## src/rtl/shifter_funnel_pipe.sv

```systemverilog
// Two-stage pipelined funnel shifter (SRF/SLF/SRA/ROR) with a valid/ready stream.
// Stage 1 does operand substitution, reflection and the coarse shift; stage 2 does the fine shift.
module shifter_funnel_pipe #(
    parameter int WIDTH = 32,
    parameter int TAGW  = 4,
    localparam int SHW  = $clog2(WIDTH)
) (
    input  logic             clk,
    input  logic             rst,
    input  logic             in_valid,
    output logic             in_ready,
    input  logic [WIDTH-1:0] in_h,
    input  logic [WIDTH-1:0] in_l,
    input  logic [SHW-1:0]   in_shamt,
    input  logic [1:0]       in_op,
    input  logic [TAGW-1:0]  in_tag,
    output logic             out_valid,
    input  logic             out_ready,
    output logic [WIDTH-1:0] out_y,
    output logic [TAGW-1:0]  out_tag
);

    localparam logic [1:0] OP_SRF = 2'd0;
    localparam logic [1:0] OP_SLF = 2'd1;
    localparam logic [1:0] OP_SRA = 2'd2;
    localparam logic [1:0] OP_ROR = 2'd3;

    function automatic logic [WIDTH-1:0] reflect(input logic [WIDTH-1:0] v);
        logic [WIDTH-1:0] r;
        for (int i = 0; i < WIDTH; i++) begin
            r[i] = v[WIDTH-1-i];
        end
        return r;
    endfunction

    // Handshake: a transfer happens on a rising edge where valid && ready; valid and
    // payload are held stable by the producer until that edge, ready may depend on state
    // and on out_ready but never on in_valid.
    logic                 s1_valid_q;
    logic [2*WIDTH-1:0]   s1_funnel_q;
    logic [1:0]           s1_fine_q;
    logic [1:0]           s1_op_q;
    logic [TAGW-1:0]      s1_tag_q;

    logic                 s2_valid_q;
    logic [WIDTH-1:0]     s2_y_q;
    logic [TAGW-1:0]      s2_tag_q;

    logic                 s1_load;
    logic                 s2_load;
    logic                 accept;

    assign s2_load  = !s2_valid_q || out_ready;
    assign s1_load  = !s1_valid_q || s2_load;
    assign in_ready = s1_load;
    assign accept   = in_valid && in_ready;

    // SLF becomes a right funnel on reflected, swapped operands: rev({L,H}) = {rev(H), rev(L)}.
    logic [WIDTH-1:0]   h_sub;
    logic [WIDTH-1:0]   l_sub;
    logic [SHW-1:0]     coarse_amt;
    logic [2*WIDTH-1:0] s1_funnel_d;

    always_comb begin
        h_sub = in_h;
        l_sub = in_l;
        case (in_op)
            OP_SLF: begin
                h_sub = reflect(in_h);
                l_sub = reflect(in_l);
            end
            OP_SRA:  h_sub = {WIDTH{in_l[WIDTH-1]}};
            OP_ROR:  h_sub = in_l;
            default: h_sub = in_h;
        endcase
    end

    assign coarse_amt  = {in_shamt[SHW-1:2], 2'b00};
    assign s1_funnel_d = {h_sub, l_sub} >> coarse_amt;

    logic [WIDTH-1:0] fine_lo;
    logic [WIDTH-1:0] s2_y_d;

    assign fine_lo = WIDTH'(s1_funnel_q >> s1_fine_q);
    assign s2_y_d  = (s1_op_q == OP_SLF) ? reflect(fine_lo) : fine_lo;

    always_ff @(posedge clk or posedge rst) begin
        if (rst) begin
            s1_valid_q  <= 1'b0;
            s1_funnel_q <= '0;
            s1_fine_q   <= '0;
            s1_op_q     <= '0;
            s1_tag_q    <= '0;
        end else if (s1_load) begin
            s1_valid_q <= accept;
            if (accept) begin
                s1_funnel_q <= s1_funnel_d;
                s1_fine_q   <= in_shamt[1:0];
                s1_op_q     <= in_op;
                s1_tag_q    <= in_tag;
            end
        end
    end

    // out_y/out_tag only change when a new result moves in, so they hold across bubbles.
    always_ff @(posedge clk or posedge rst) begin
        if (rst) begin
            s2_valid_q <= 1'b0;
            s2_y_q     <= '0;
            s2_tag_q   <= '0;
        end else if (s2_load) begin
            s2_valid_q <= s1_valid_q;
            if (s1_valid_q) begin
                s2_y_q   <= s2_y_d;
                s2_tag_q <= s1_tag_q;
            end
        end
    end

    assign out_valid = s2_valid_q;
    assign out_y     = s2_y_q;
    assign out_tag   = s2_tag_q;

endmodule

```

## config.mk

```make
export PLATFORM = sky130hd
export DESIGN_NAME = shifter_funnel_pipe
export DESIGN_NICKNAME = d
export VERILOG_FILES = /design/src/rtl/shifter_funnel_pipe.sv
export SDC_FILE = /design/constraint.sdc
export NUM_CORES = 1
export LEC_CHECK = 0
export CORE_MARGIN = 4
export CORE_UTILIZATION = 55
export DETAILED_ROUTE_END_ITERATION = 12
export DONT_BUFFER_PORTS = 1
export PLACE_DENSITY = 0.76
export SLEW_MARGIN = 20
export SYNTH_ARGS = -nofsm -noshare
export SYNTH_HDL_FRONTEND = slang
export SYNTH_SLANG_ARGS = --single-unit
```

## constraint.sdc

```tcl
create_clock -name clk -period 3.1 [get_ports clk]
set_input_delay 0.775 -clock clk [delete_from_list [all_inputs] [get_ports clk]]
set_output_delay 0.775 -clock clk [all_outputs]
set_load 0.005 [all_outputs]
```

==> results.yml <==
floorplanning:
  dieHeight_um: 122.8
  floorplan.io_pins: 117
  fp.dieW_um: 122.8
  core_footprint_um2: 12770
  initial_core_util: 0.5673
  standard_cell_row_count: 41
  design.die.area_um2: 15080
synth:
  synth_fp_nets: 775
  netlist_instances: 696
  synth_sequential_area_ratio: 0.2797
  netlist-cell-type-count: 59
  yosys.area.top_type: "dfrtp_1"
  ys.flop_type: "dfrtp_1"
  async_reset_ff_frac: 1.000
  ys_top_cells_by_area: "dfrtp_1 28%, mux4_2 25%, mux2i_1 11%"
  postSynthAreaPerCell_um2: 10.41
  synth_largest_type_area_fraction: 0.2797
  synth-warning-count: 0
  synth_seq_cells: 81
  edff_count_synth: 0
  netlist_area_um2: 7247
pwr:
  power.switching_uw: 1279
  power.clock.fraction: 0.261
  p_sw_frac: 0.3280
  power_frac_comb: 0.321
  cellInternalPower_uw: 2621
  total_leakage_power_uw: 0.003078
  worst_vdd_rail_ir_drop_mv: 0.2640
  power-per-cell-area_nw_per_um2: 512.8
  p_seq_frac: 0.419
  report.power.total_uw: 3900
run:
  max_cap_viol_count: 0
setup_path:
  worst-endpoint-required_ns: 3.33
  regToRegStartpoint: "out_valid"
  kind_of_start_point_of_the_critical_path: "primary input"
  critPathKind: "in2reg"
  r2r_slack_ns: 0.99
  cp_data_arrival_time_ns: 2.57
  reg_to_reg_endpoint: "s1_funnel_q[33]"
  critPathCaptureType: "flip-flop"
  path_max_fanout: 50
  worstRegToRegCells: 6
clock_tree:
  cts_root_buffer: "clkbuf_16"
  post_cts_resize_count: 0
  cts.repair_timing.setup_buffer_count: 0
  clock_network_latency_to_the_later_pin_of_the_worst_skew_pair_ns: 0.34
  tritoncts: "yes"
  cts-hold-fix-buffers: 0
  cts_buffer_depth: 2
  cts_sinks: 81
  cts-buffers-inserted: 9
  clock_tree.htree_level_count: 3
  path_clk_slew_ns: 0.06
finish:
  area.growth.synth_to_final_pct: 4.955
  finish.net_count: 736
  layout.cells.most_common_list: "98 x nand2_1, 83 x mux2i_1, 80 x dfrtp_1"
  filler_cell_count: 1039
  share_of_post_route_cells_with_drive_strength_above_1: 0.2266
  antenna-diode-count: 0
  mostFrequentLayoutCell: "nand2_1"
sta:
  finalHoldWorstSlack_ns: 0.3506
  setup_ws_ns: 0.7660
  fmax_mhz: 428.4
  fin_tns_setup_ns: 0
  fin_crit_share: 0.7529
  slew_violations: 0
  finClkSkew_ns: 0.007382
  grt_setup_unrepaired: "false"
  finalSetupViolCount: 0
  final.min_clock_period_ns: 2.334
  final_hold_viol_count: 0
  maxSlewHeadroom: 0.3246
  tightest_slew_ns: 1.008
global_routing:
  grt_max_degree: 60
  grt_pass1_vias: 6040
  grt_use_total: 0.3071
  global_route_wire_length_before_repair_um: 35070
  grt-ovfl-total: 0
  initial_antenna_violation_count: 1
routing:
  detailedRoute.firstPassIterationCount: 5
  drt-wirelength-per-cell_um: 26.79
  drt_wl_total_um: 22340
  detail-route-antenna-nets: 0
  first_iter_violations: 689
  vias: 6106
  detailed_route_drc_error_count: 0
  post_drt_via_cell_ratio: 7.321
worst_hold_path:
  hold_path.class: "in2async"
place:
  dpl.hpwl_um: 17250
  gp_congestion: 0.9666
  post-place-ws_ns: 0.4298
  place.port_buffers: 0
status:
  outcome: "finished, final reports clean"
-- cells in the mapped netlist, drive strengths merged (4+ instances only) --
cell / instances
nor2b: 5
inv: 7
a22oi: 11
a32oi: 4
mux2: 24
nand2: 99
nand2b: 10
a221o: 12
buf: 36
dfrtp: 81
o22a: 4
a221oi: 5
o22ai: 13
or2: 4
nor2: 26
clkbuf: 35
nor3: 10
a21oi: 17
mux4: 79
a211oi: 9
o221ai: 8
o21ai: 53
nor4: 4
nand3: 8
o211ai: 6
mux2i: 83
-- worst max path at each step --
stage,start,to,depth (start not counted)
CTS,in_op[0],s1_funnel_q[27],6
detailed placement,in_op[0],s1_funnel_q[27],6
floorplan,rst,out_tag[0],1
finish,in_op[0],s1_funnel_q[27],6
global placement,in_op[0],s1_funnel_q[27],6
global route,in_op[0],s1_funnel_q[27],6
-- critical path: stages --
cell      delay [ns]
nor2b_2         0.31
buf_12          0.22
mux2_2          0.36
a221oi_1        0.50
o21ai_0         0.15
a31o_2          0.23
-- cell type report --
type / instances / area, um2 / area share
Inverter: 9 / 35.03 / 0.004606
Timing Repair Buffer: 21 / 170.2 / 0.02237
Clock inverter: 5 / 56.30 / 0.007403
Multi-Input combinational cell: 535 / 4868 / 0.6401
Tap cell: 172 / 215.2 / 0.02829
Sequential cell: 81 / 2028 / 0.2667
Clock buffer: 11 / 232.7 / 0.03060
-- routing by layer --
metal / GRT usage / vias to the layer above / part of all wire
met5: 0 / - / 0.00058
met4: 0.1309 / 2 / 0.035
met3: 0.08479 / 67 / 0.12
met2: 0.4718 / 427 / 0.46
met1: 0.4109 / 2956 / 0.38
li1: - / 2654 / -
-- power groups by stage --
| stage | clock (uW) | sequential (uW) | combinational, uW |
|---|---|---|---|
| 2_1_floorplan | 0 | 1510 | 1090 |
| 3_3_place_gp | 0 | 1630 | 1210 |
| 3_5_place_dp | 0 | 1660 | 1240 |
| 4_1_cts | 1030 | 1640 | 1250 |
| 5_1_grt | 1070 | 1680 | 1370 |
| 6_report | 1020 | 1630 | 1250 |
-- cells by family (layout without fill, tap and decap cells) --
family / count (synthesis) / after routing / share of synthesized area
buffers and inverters: 80 / 46 / 0.04955
DFF: 81 / 81 / 0.2797
AOI/OAI and AO/OA: 172 / 172 / 0.1642
and+or+nand+nor: 177 / 177 / 0.1076
muxes: 186 / 186 / 0.3990
-- through the flow --
stage                     utilization  cells  cell area [um2]
after floorplan                     -    696             7247
after global placement         0.5728    818             7317
after detailed placement       0.5728    818             7317
after CTS                      0.5955    834             7606
after global routing           0.5955    834             7606
final                          0.5955    834             7606
-- state kept, by name, indices dropped and copies added, names as in the netlist --
signal and count:
s1_fine_q 2, out_valid 1, out_tag 4, s1_funnel_q 35, s1_valid_q 1, s1_op_q 2, s1_tag_q 4, out_y 32
(Power assumes the default switching activity.)
